File: src/rtl/pc_pkg.sv
// -----------------------------------------------------------------------------
// pc_pkg: shared constants and types for the fetch PC generator.
//   DEFAULT_XLEN : default PC width
//   INSN_BYTES   : bytes per instruction slot
//   pc_src_e     : next-PC source selection
// -----------------------------------------------------------------------------
package pc_pkg;

    localparam int unsigned DEFAULT_XLEN = 32;
    localparam int unsigned INSN_BYTES   = 4;

    typedef enum logic [2:0] {
        SRC_RESET,
        SRC_TRAP,
        SRC_RESTORE,
        SRC_ALU,
        SRC_HOLD,
        SRC_PRED,
        SRC_SEQ
    } pc_src_e;

endpackage

File: src/rtl/pc_ckpt_fifo.sv
// -----------------------------------------------------------------------------
// pc_ckpt_fifo: circular FIFO of fall-through addresses for predicted
// control transfers. Head entry is presented combinationally.
// Ports:
//   i_clk, i_rst     clock, synchronous active-high reset
//   i_push, i_data   enqueue i_data at tail
//   i_pop            dequeue head
//   i_flush          empty the FIFO (wins over push/pop)
//   o_head           head entry
//   o_count          occupied entries
//   o_full, o_empty  status flags
// -----------------------------------------------------------------------------
module pc_ckpt_fifo #(
    parameter int unsigned XLEN  = 32,
    parameter int unsigned DEPTH = 4
) (
    input  logic                       i_clk,
    input  logic                       i_rst,
    input  logic                       i_push,
    input  logic [XLEN-1:0]            i_data,
    input  logic                       i_pop,
    input  logic                       i_flush,
    output logic [XLEN-1:0]            o_head,
    output logic [$clog2(DEPTH):0]     o_count,
    output logic                       o_full,
    output logic                       o_empty
);

    localparam int unsigned AW = $clog2(DEPTH);
    localparam int unsigned CW = AW + 1;

    logic [XLEN-1:0] r_mem [DEPTH];
    logic [AW-1:0]   r_head;
    logic [AW-1:0]   r_tail;
    logic [CW-1:0]   r_count;

    // Entry storage; no reset needed since count gates validity
    always_ff @(posedge i_clk) begin
        if (i_push && !i_flush && !i_rst) begin
            r_mem[r_tail] <= i_data;
        end
    end

    // Pointers wrap naturally because DEPTH is a power of two
    always_ff @(posedge i_clk) begin
        if (i_rst || i_flush) begin
            r_head  <= '0;
            r_tail  <= '0;
            r_count <= '0;
        end else begin
            if (i_push) begin
                r_tail <= r_tail + AW'(1);
            end
            if (i_pop) begin
                r_head <= r_head + AW'(1);
            end
            case ({i_push, i_pop})
                2'b10:   r_count <= r_count + CW'(1);
                2'b01:   r_count <= r_count - CW'(1);
                default: r_count <= r_count;
            endcase
        end
    end

    assign o_head  = r_mem[r_head];
    assign o_count = r_count;
    assign o_full  = (r_count == CW'(DEPTH));
    assign o_empty = (r_count == '0);

endmodule

File: src/rtl/pc_gen.sv
// -----------------------------------------------------------------------------
// pc_gen: fetch program-counter generator with a checkpoint FIFO of
// fall-through addresses for early-predicted jumps/branches.
// Ports:
//   clk, rst                 clock, synchronous active-high reset
//   stall                    hold PC
//   trap_valid/trap_target   CSR/trap redirect
//   alu_redirect/alu_target  EX redirect for non-predicted taken transfer
//   pred_taken/pred_offset   decode early prediction
//   ckpt_commit              oldest prediction correct, pop
//   ckpt_mispredict          oldest prediction wrong, restore from head
//   pc                       fetch PC
//   ckpt_count/ckpt_full     FIFO occupancy
//   pred_dropped             pulse: prediction suppressed (FIFO full)
//   ckpt_underflow           pulse: commit/mispredict with FIFO empty
//   misalign_err             misaligned PC flag (PC_GEN_MISALIGN_CHECK_EN)
// Optional feature macro: PC_GEN_MISALIGN_CHECK_EN
// -----------------------------------------------------------------------------
module pc_gen
    import pc_pkg::*;
#(
    parameter int unsigned     XLEN         = DEFAULT_XLEN,
    parameter logic [XLEN-1:0] RESET_VECTOR = '0,
    parameter int unsigned     CKPT_DEPTH   = 4,
    parameter int unsigned     PRED_LAG     = 1
) (
    input  logic                          clk,
    input  logic                          rst,
    input  logic                          stall,
    input  logic                          trap_valid,
    input  logic [XLEN-1:0]               trap_target,
    input  logic                          alu_redirect,
    input  logic [XLEN-1:0]               alu_target,
    input  logic                          pred_taken,
    input  logic [XLEN-1:0]               pred_offset,
    input  logic                          ckpt_commit,
    input  logic                          ckpt_mispredict,
    output logic [XLEN-1:0]               pc,
    output logic [$clog2(CKPT_DEPTH):0]   ckpt_count,
    output logic                          ckpt_full,
    output logic                          pred_dropped,
    output logic                          ckpt_underflow,
    output logic                          misalign_err
);

    localparam logic [XLEN-1:0] STEP      = XLEN'(INSN_BYTES);
    localparam logic [XLEN-1:0] LAG_BYTES = XLEN'(INSN_BYTES * PRED_LAG);

    logic [XLEN-1:0] r_pc;
    logic            r_pred_dropped;
    logic            r_underflow;

    logic [XLEN-1:0] w_head;
    logic            w_empty;
    logic            w_full;
    logic            w_restore;
    logic            w_flush;
    logic            w_push;
    logic            w_pop;
    logic            w_drop;
    logic            w_underflow;
    logic [XLEN-1:0] w_base;
    pc_src_e         w_src;

    // Address of the instruction currently in decode
    assign w_base = r_pc - LAG_BYTES;

    assign w_restore   = ckpt_mispredict & ~w_empty;
    assign w_flush     = trap_valid | w_restore | alu_redirect;
    assign w_push      = (w_src == SRC_PRED);
    assign w_pop       = ckpt_commit & ~w_empty & ~w_flush;
    assign w_drop      = pred_taken & w_full & ~stall & ~w_flush;
    assign w_underflow = (ckpt_commit | ckpt_mispredict) & w_empty;

    // Next-PC source priority
    always_comb begin
        w_src = SRC_SEQ;
        if (rst)                       w_src = SRC_RESET;
        else if (trap_valid)           w_src = SRC_TRAP;
        else if (w_restore)            w_src = SRC_RESTORE;
        else if (alu_redirect)         w_src = SRC_ALU;
        else if (stall)                w_src = SRC_HOLD;
        else if (pred_taken && !w_full) w_src = SRC_PRED;
        else                           w_src = SRC_SEQ;
    end

    always_ff @(posedge clk) begin
        case (w_src)
            SRC_RESET:   r_pc <= RESET_VECTOR;
            SRC_TRAP:    r_pc <= trap_target;
            SRC_RESTORE: r_pc <= w_head;
            SRC_ALU:     r_pc <= alu_target;
            SRC_HOLD:    r_pc <= r_pc;
            SRC_PRED:    r_pc <= w_base + pred_offset;
            default:     r_pc <= r_pc + STEP;
        endcase
    end

    always_ff @(posedge clk) begin
        if (rst) begin
            r_pred_dropped <= 1'b0;
            r_underflow    <= 1'b0;
        end else begin
            r_pred_dropped <= w_drop;
            r_underflow    <= w_underflow;
        end
    end

    pc_ckpt_fifo #(
        .XLEN  (XLEN),
        .DEPTH (CKPT_DEPTH)
    ) u_fifo (
        .i_clk   (clk),
        .i_rst   (rst),
        .i_push  (w_push),
        .i_data  (w_base + STEP),
        .i_pop   (w_pop),
        .i_flush (w_flush),
        .o_head  (w_head),
        .o_count (ckpt_count),
        .o_full  (w_full),
        .o_empty (w_empty)
    );

`ifdef PC_GEN_MISALIGN_CHECK_EN
    logic r_misalign;

    // Flags the cycle after a misaligned value lands in pc
    always_ff @(posedge clk) begin
        if (rst) r_misalign <= 1'b0;
        else     r_misalign <= |r_pc[1:0];
    end

    assign misalign_err = r_misalign;
`else
    assign misalign_err = 1'b0;
`endif

    assign pc             = r_pc;
    assign ckpt_full      = w_full;
    assign pred_dropped   = r_pred_dropped;
    assign ckpt_underflow = r_underflow;

endmodule

File: config.mk
export PLATFORM = sky130hd
export DESIGN_NAME = pc_gen
export DESIGN_NICKNAME = d
export VERILOG_FILES = /design/src/rtl/pc_pkg.sv /design/src/rtl/pc_ckpt_fifo.sv /design/src/rtl/pc_gen.sv
export SDC_FILE = /design/constraint.sdc
export NUM_CORES = 1
export LEC_CHECK = 0
export ABC_CLOCK_PERIOD_IN_PS = 9600
export BUFFER_PORTS_ARGS = -buffer_cell sky130_fd_sc_hd__buf_4
export CORE_MARGIN = 5
export CORE_UTILIZATION = 45
export DETAILED_ROUTE_END_ITERATION = 8
export PLACE_DENSITY = 0.68
export SYNTH_ARGS = -nofsm -noshare
export SYNTH_HDL_FRONTEND = slang
export SYNTH_SLANG_ARGS = --single-unit
File: constraint.sdc
create_clock -name clk -period 9.6 [get_ports clk]
set_input_delay 0.48 -clock clk [delete_from_list [all_inputs] [get_ports clk]]
set_output_delay 0.48 -clock clk [all_outputs]
set_load 0.02 [all_outputs]
==> flow_summary.json, run 1 <==
{
  "grt_pass1_vias": 8177,
  "hold_class": "in2reg",
  "skew_ns": 0.0137,
  "relSlewSlack": 0.371,
  "critPathSlowestCell": "edfxtp_1",
  "core_area_um2": 23500,
  "grt_util_met2": 0.355,
  "synth.top_cell.area_share": 0.447,
  "async_reset_ff_frac": 0,
  "min_period_ns": 5.28,
  "critPathKind": "reg2reg",
  "ys_ff_latch": 171,
  "cts_made_buffers": 17,
  "timing.final.crit_share": 0.550,
  "drc": 0,
  "crit_chain": "inv_1 > ha_1 > nor3b_1 > nand4_1 > nor2_1 > xnor2_1 > inv_1 > ha_1 > a21oi_1 > a21boi_0 > a311o_1 > nand2_1 > o21ai_0 > a2111oi_0 > o31a_1 > o21ai_0",
  "clk_pin_slew_ns": 0.07,
  "grt_usage": 0.237,
  "synth_fp_nets": 1137,
  "drtIter0Drc": 877,
  "drt-pass1-iter-count": 7,
  "setup_tns_ns": 0,
  "drv_cap": 0,
  "ys_types": 73,
  "postCtsSetupBuffers": 0,
  "grt_busiest_layer": "met2",
  "leakagePower_nw": 4.83,
  "dp_hpwl_mm": 23.8,
  "cp.arrival_ns": 5.43,
  "max_stage_delay_ns": 0.66,
  "routed_wl_mm": 32.2,
  "routedWlPerCell_um": 22.4,
  "synthSimpleGateAreaFrac": 0.149,
  "synth_edf_count": 160,
  "antenna_found_initial": 1,
  "worst_slew_pin_slew_ns": 0.938,
  "status": "finished, final reports clean",
  "antenna_cells_inserted": 0,
  "ys.flop_type": "edfxtp_1",
  "cts_tree": "done",
  "areaGrowthSynthToFinish_pct": 18.5,
  "synth_compound_area_frac": 0.135,
  "clk_path_buf_depth": 2,
  "powerDensity_nw_per_um2": 176,
  "synthAdderAreaFrac": 0.0526,
  "hold_viol": 0,
  "fin_ws_ns": 4.32,
  "grt_max_degree": 35,
  "rsz0062_at_grt": "no",
  "finalSetupViolCount": 0,
  "cts.htree.levels": 4,
  "die_area_um2": 27100,
  "use_met1": 0.355,
  "synthesis.area_um2": 10800,
  "muxShareOfSynthArea": 0.0802,
  "synthTopCellsByCount": "edfxtp_1, nand2_1, nor2_1, a21oi_1, xnor2_1",
  "yosys_warnings": 0,
  "start_util": 0.457,
  "syn_avg_cell_area_um2": 10.9,
  "yosysTopAreaCell": "edfxtp_1",
  "detailedPlace.worstSlack_ns": 4.44,
  "fp-row-count": 56,
  "cts_root_buf": "clkbuf_16",
  "grt_use_met3": 0.0452,
  "die_y_um": 165,
  "hold_buffers": 0,
  "ys_seq_area_frac": 0.467,
  "antenna_left": 0,
  "gr-total-overflow": 0,
  "gp_congestion": 0.966,
  "clock_sinks": 171,
  "numPortBuffers": 141,
  "drv_slew": 0,
  "drive_gt1_frac": 0.213,
  "synth_top_family_by_area": "simple AND/OR/NAND/NOR gates",
  "endpoint_kind": "register",
  "grt_pass1_wl_mm": 48.2,
  "synth.area.top_cells": "edfxtp_1, mux4_2, xnor2_1, ha_1, nand2_1",
  "vias": 8576,
  "fmax_mhz": 190,
  "viasPerCell": 5.96,
  "die_w_um": 165,
  "startpoint_type": "register",
  "path_max_fanout": 19,
  "ios": 143,
  "critPathRequiredTime_ns": 9.75,
  "vdd_drop_max_uv": 146,
  "synth_xor_area_frac": 0.0837,
  "nNetsFinal": 1255,
  "cts-resized-gates": 0,
  "worstSkewPairLatency_ns": 0.43,
  "syn_inst": 989,
  "post-synth-top-count-cell": "edfxtp_1"
}
-- placed cells by master, fill, tap and decap left out, drive strengths merged, types with 17 or more instances in the layout --
cell    count
ha         42
nand2     105
nor2       70
clkbuf     17
edfxtp    160
nor3       24
inv        31
a21oi      67
xnor2      64
mux4       32
o21ai      48
buf       156
xor2       38
nand3      23
a221oi     20
-- metal layers --
layer,vias up,share of wire
met3,41,0.093
met1,4103,0.44
li1,3979,-
met4,2,0.020
met2,451,0.45
met5,-,0.00022
-- path summary, 6_finish.rpt --
kind	slack, ns	cells after the start	startpoint	to
worst min register to register	0.53	2	u_fifo.r_head[1]	register
worst min-delay path	0.24	2	rst	ckpt_underflow
worst max-delay path	4.32	16	pc[2]	pc[30]
worst max register to register	4.32	16	pc[2]	pc[30]
-- worst max-delay path, delay by kind of cell (launching register included) --
family          cells  cell delay, ns
compound gates      7            1.84
simple gates        4            1.36
fa+ha+maj           2            0.67
flops               1            0.66
buf+inv             2            0.29
xor+xnor            1            0.18
-- through the flow --
stage | instance area [um2] | std cells | hold slack [ns] | util | total power, W
after floorplan | 10800 | 989 | 0.485 | - | 0.00131
after global placement | 12100 | 1407 | 0.506 | 0.514 | 0.00150
after detailed placement | 12100 | 1407 | 0.510 | 0.514 | 0.00151
after CTS | 12700 | 1439 | 0.228 | 0.541 | 0.00224
after global routing | 12700 | 1439 | 0.233 | 0.541 | 0.00234
final | 12700 | 1439 | 0.243 | 0.541 | 0.00225
-- cell families (layout without fill, tap and decap cells) --
group	count (synthesis)	in the layout
AND/OR/NAND/NOR	319	319
other	1	1
flip-flops	171	171
adder cells (fa/ha/maj)	44	44
multiplexers	46	46
AO/OA/AOI/OAI	222	222
XOR/XNOR	102	102
buffers and inverters	84	215
-- flip-flops by register name, summed over array words and instances, names as in the netlist, named ones only --
register	cells
pred_dropped	1
u_fifo.r_head	2
u_fifo.r_mem	128
ckpt_underflow	1
u_fifo.o_count	3
pc	32
u_fifo.r_tail	2
-- layout make-up --
type | instances | area, um2
clock buffers | 17 | 425
flip-flops and latches | 171 | 5030
well taps | 319 | 399
multi-input cells | 734 | 5410
clock inverters | 15 | 211
repair buffers | 156 | 1170
fillers | 2041 | 10800
inverters | 27 | 101
-- where the power goes --
group	total (W)	internal [W]	switching [W]
logic	0.000581	0.000232	0.000349
clock network	0.000741	0.000441	0.000300
registers	0.000923	0.000867	0.0000561
total	0.00225	0.00154	0.000706
No activity file was read; power rests on OpenSTA's default activity.
==> inputs of run 2 (changes only) <==
- ABC_CLOCK_PERIOD_IN_PS: 9600 -> 4800
- PLACE_DENSITY: 0.68 -> 0.7
- clock period: 9.6 -> 4.8 ns (I/O delays scaled with it)
==> run 2 against run 1 <==
Hold slack worse by 0.15 ns; combinational power increased by 120%; setup slack worse by 4.0 ns; register-to-register slack lost 4.0 ns; sequential cell count unchanged; clock power grew 100%; clock skew fell by 0.0025 ns; die area is the same; critical endpoint unchanged.
==> flow_summary.json, run 2 (synthesized netlist as in run 1, its figures left out) <==
{
  "top_register": "u_fifo.r_mem",
  "gr-total-overflow": 0,
  "cts_root_buf": "clkbuf_16",
  "reg2reg_to": "pc[30]",
  "clk_pin_slew_ns": 0.07,
  "relSlewSlack": 0.427,
  "drc": 0,
  "vias": 8672,
  "final_cell_mix": "buf_4, edfxtp_1, nand2_1, nor2_1, a21oi_1",
  "leakagePower_nw": 4.97,
  "cts_made_buffers": 17,
  "drv_cap": 0,
  "hold_class": "in2reg",
  "gp_congestion": 0.958,
  "fillCellCount": 2093,
  "reg2reg_depth": 15,
  "grt_pass1_wl_mm": 49.1,
  "finalSetupViolCount": 0,
  "min_period_ns": 4.52,
  "die_w_um": 165,
  "start_util": 0.457,
  "setup_tns_ns": 0,
  "status": "finished, final reports clean",
  "die_area_um2": 27100,
  "cp.arrival_ns": 4.69,
  "worst_slew_pin_slew_ns": 0.859,
  "hold_viol": 0,
  "timing.final.crit_share": 0.942,
  "critPathRequiredTime_ns": 4.97,
  "grt_usage": 0.243,
  "cts_tree": "done",
  "worstSkewPairLatency_ns": 0.44,
  "postCtsSetupBuffers": 0,
  "rsz0062_at_grt": "no",
  "core_area_um2": 23500,
  "routedWlPerCell_um": 22.4,
  "clk_path_buf_depth": 2,
  "grt_max_degree": 34,
  "endpoint_kind": "register",
  "nNetsFinal": 1283,
  "final_common_cell": "buf_4",
  "drive_gt1_frac": 0.230,
  "drv_slew": 0,
  "fmax_mhz": 221,
  "rrSetupSlack_ns": 0.28,
  "timing.rr.start": "pc[10]",
  "cts.htree.levels": 4,
  "worstSetupStartpoint": "pc[10]",
  "critPathKind": "reg2reg",
  "clock_sinks": 171,
  "ios": 143,
  "drt-pass1-iter-count": 5,
  "grt_pass1_vias": 8254,
  "dp_hpwl_mm": 24.5,
  "numPortBuffers": 141,
  "hold_ws_ns": 0.0924,
  "drtIter0Drc": 928,
  "areaGrowthSynthToFinish_pct": 20.4,
  "die_y_um": 165,
  "path_max_fanout": 7,
  "routed_wl_mm": 32.8,
  "antenna_cells_inserted": 0,
  "antenna_left": 0,
  "skew_ns": 0.0112,
  "fp-row-count": 56,
  "startpoint_type": "register",
  "cp-endpoint": "pc[30]",
  "antenna_found_initial": 0,
  "vdd_drop_max_uv": 270,
  "powerDensity_nw_per_um2": 351,
  "largest_register_ffs": 128,
  "viasPerCell": 5.91
}
-- run 2: worst max-delay path: stages (launching register included) --
cell and delay [ns]:
edfxtp_1 0.49, or4_4 0.62, nor4_4 0.31, nand2b_1 0.12, nor2_1 0.13, xnor2_1 0.21
inv_1 0.13, ha_1 0.32, a21oi_1 0.28, o211ai_1 0.15, a311o_1 0.34, nand2_1 0.06
o21ai_0 0.20, a2111oi_0 0.64, o31a_1 0.18, o21ai_0 0.07
-- run 2: worst min path at each step --
stage / start / depth (start not counted) / to
6_report: pred_taken / 3 / pred_dropped
5_1_grt: ckpt_mispredict / 3 / ckpt_underflow
4_1_cts: ckpt_commit / 3 / ckpt_underflow
3_5_place_dp: rst / 2 / ckpt_underflow
3_3_place_gp: rst / 2 / ckpt_underflow
2_1_floorplan: rst / 1 / ckpt_underflow
-- run 2: per-layer routing --
| metal | track usage | routed length, um | vias up |
|---|---|---|---|
| li1 | - | - | 4042 |
| met1 | 0.364 | 14500 | 4202 |
| met2 | 0.366 | 14800 | 385 |
| met3 | 0.0409 | 2910 | 43 |
| met4 | 0.0677 | 611 | 0 |
| met5 | 0 | 0 | - |
-- run 2: through the flow --
stage / utilization / setup WS, ns / power (W) / area [um2] / instances
after floorplan: - / 0.383 / 0.00262 / 10800 / 989
after global placement: 0.523 / 0.404 / 0.00305 / 12300 / 1434
after detailed placement: 0.523 / 0.326 / 0.00306 / 12300 / 1434
after CTS: 0.550 / 0.315 / 0.00453 / 13000 / 1467
after global routing: 0.550 / 0.0406 / 0.00472 / 13000 / 1467
final: 0.550 / 0.277 / 0.00454 / 13000 / 1467
-- run 2: area by class of cell --
cell class	count	area, um2	share of cell area
Clock inverter	12	185	0.0143
Timing Repair Buffer	184	1400	0.108
Clock buffer	20	447	0.0345
Tap cell	319	399	0.0308
Multi-Input combinational cell	734	5400	0.417
Inverter	27	101	0.00782
Sequential cell	171	5030	0.388
-- run 2: timing repair --
| action | CTS | global route |
|---|---|---|
| gates resized for setup | 0 | 0 |
| hold buffers | 1 | 0 |
| endpoints found under the hold margin | 1 | 0 |
-- run 2: report_power, final --
group / switching [W] / internal (W)
sequential: 0.0000711 / 0.00173
clock: 0.000594 / 0.000893
combinational: 0.000749 / 0.000502
==> inputs of run 3 (changes only) <==
- ABC_CLOCK_PERIOD_IN_PS: 4800 -> 4600
- CORE_ASPECT_RATIO: unset -> 0.7
- PLACE_DENSITY: 0.7 -> 0.68
- clock period: 4.8 -> 4.6 ns (I/O delays scaled with it)
==> run 3 against run 2 <==
Clock skew rose by 0.0048 ns; combinational power grew 14%; wire length increased by 10%; critical path depth up 1; setup slack got worse by 0.099 ns; critical path type unchanged; critical endpoint is now pc[31]; largest power group unchanged.
==> flow_summary.json, run 3 (synthesized netlist as in run 1, its figures left out) <==
{
  "fin_util": 0.560,
  "drv_cap": 0,
  "powerDensity_nw_per_um2": 363,
  "gr-total-overflow": 0,
  "skew_ns": 0.0160,
  "min_period_ns": 4.42,
  "grt_usage": 0.262,
  "leakagePower_nw": 5.10,
  "hold_ws_ns": 0.0781,
  "swShare": 0.341,
  "worstSkewPairLatency_ns": 0.44,
  "ios": 143,
  "final_cell_mix": "buf_4, edfxtp_1, nand2_1, nor2_1, a21oi_1",
  "largest_register_ffs": 128,
  "clk_pin_slew_ns": 0.08,
  "top_register": "u_fifo.r_mem",
  "grt_max_degree": 34,
  "seq_power_share": 0.390,
  "critPathKind": "reg2reg",
  "cts_made_buffers": 17,
  "cts.htree.levels": 4,
  "layout.cells.non_filler": 1490,
  "relSlewSlack": 0.407,
  "fp-row-count": 47,
  "place_area_um2": 12400,
  "routedWlPerCell_um": 24.2,
  "fmax_mhz": 226,
  "hold_viol": 0,
  "finalSetupViolCount": 0,
  "status": "finished, final reports clean",
  "cts_tree": "done",
  "timing.final.crit_share": 0.961,
  "startpoint_type": "register",
  "worst_slew_pin_slew_ns": 0.889,
  "cp.arrival_ns": 4.61,
  "clk_path_buf_depth": 2,
  "cts_root_buf": "clkbuf_16",
  "drt-pass1-iter-count": 6,
  "grt_pass1_vias": 8670,
  "die_w_um": 195,
  "setup_tns_ns": 0,
  "path_max_fanout": 7,
  "hold_class": "in2reg",
  "antenna_left": 0,
  "nNetsFinal": 1307,
  "pwr-share-clk": 0.313,
  "drtIter0Drc": 970,
  "vdd_drop_max_uv": 275,
  "fin_area_um2": 13200,
  "placed_cells": 1449,
  "endpoint_kind": "register",
  "start_util": 0.456,
  "viasPerCell": 6.06,
  "die_area_um2": 27200,
  "clock_sinks": 171,
  "drv_slew": 0,
  "grt_pass1_wl_mm": 53.9,
  "gp_congestion": 1.01,
  "core_area_um2": 23600,
  "die_y_um": 139,
  "critPathRequiredTime_ns": 4.79,
  "p_sw_w": 0.00164,
  "numPortBuffers": 141,
  "antenna_cells_inserted": 0,
  "antenna_found_initial": 1,
  "drc": 0,
  "pwr-share-comb": 0.298,
  "internal-power_w": 0.00316,
  "dp_hpwl_mm": 27.2,
  "vias": 9026,
  "drive_gt1_frac": 0.258,
  "final_common_cell": "buf_4",
  "areaGrowthSynthToFinish_pct": 22.8,
  "routed_wl_mm": 36.1
}
[run 3: area by class of cell]
| cell class | instances | area (um2) |
|---|---|---|
| clock buffers | 17 | 425 |
| clock inverters | 15 | 200 |
| fillers | 2009 | 10400 |
| inverters | 27 | 101 |
| multi-input cells | 734 | 5490 |
| flip-flops and latches | 171 | 5030 |
| well taps | 318 | 398 |
| repair buffers | 208 | 1580 |
[run 3: power by group through the flow]
stage / combinational, W / sequential, W / clock [W]
after floorplan: 0.000819 / 0.00192 / 0
after global placement: 0.00135 / 0.00190 / 0
after detailed placement: 0.00136 / 0.00190 / 0
after CTS: 0.00136 / 0.00187 / 0.00151
after global routing: 0.00153 / 0.00188 / 0.00159
final: 0.00143 / 0.00187 / 0.00150
[run 3: what timing repair did]
item / in CTS / in global routing
endpoints found under the hold margin: 1 / 0
hold buffers: 1 / 0
setup endpoints to repair: 0 / 8
gates resized for setup: 0 / 19
buffers inserted: 0 / 8
[run 3: critical path: stages, from the launching register on]
cell and delay [ns]:
edfxtp_1 0.43, inv_1 0.13, ha_1 0.21, buf_4 0.16
or3b_4 0.42, nor4_4 0.42, buf_4 0.18, xnor2_1 0.14
inv_1 0.13, ha_2 0.34, a21o_1 0.20, a211oi_1 0.26
nor3_1 0.12, o31ai_2 0.27, a31oi_1 0.16, o2111a_1 0.24
or3_1 0.36
[run 3: per-stage QoR]
stage | total power, W | setup slack, ns
floorplan | 0.00274 | 0.183
global placement | 0.00325 | 0.139
detailed placement | 0.00326 | 0.0632
CTS | 0.00474 | 0.0534
global route | 0.00500 | -0.0138
finish | 0.00480 | 0.178
[run 3: final timing paths]
check | startpoint | end | slack (ns) | cells after the start
setup / recovery | pc[2] | pc[31] | 0.18 | 16
hold / removal | ckpt_commit | ckpt_underflow | 0.08 | 3
setup reg to reg | pc[2] | pc[31] | 0.18 | 16
hold reg to reg | u_fifo.r_head[1] | u_fifo.r_head[1] | 0.54 | 2
[run 3: routing by layer]
metal | track usage | wire length (um)
met5 | 0 | 12
met4 | 0.0613 | 566
met3 | 0.0942 | 4920
met2 | 0.350 | 14300
met1 | 0.405 | 16300
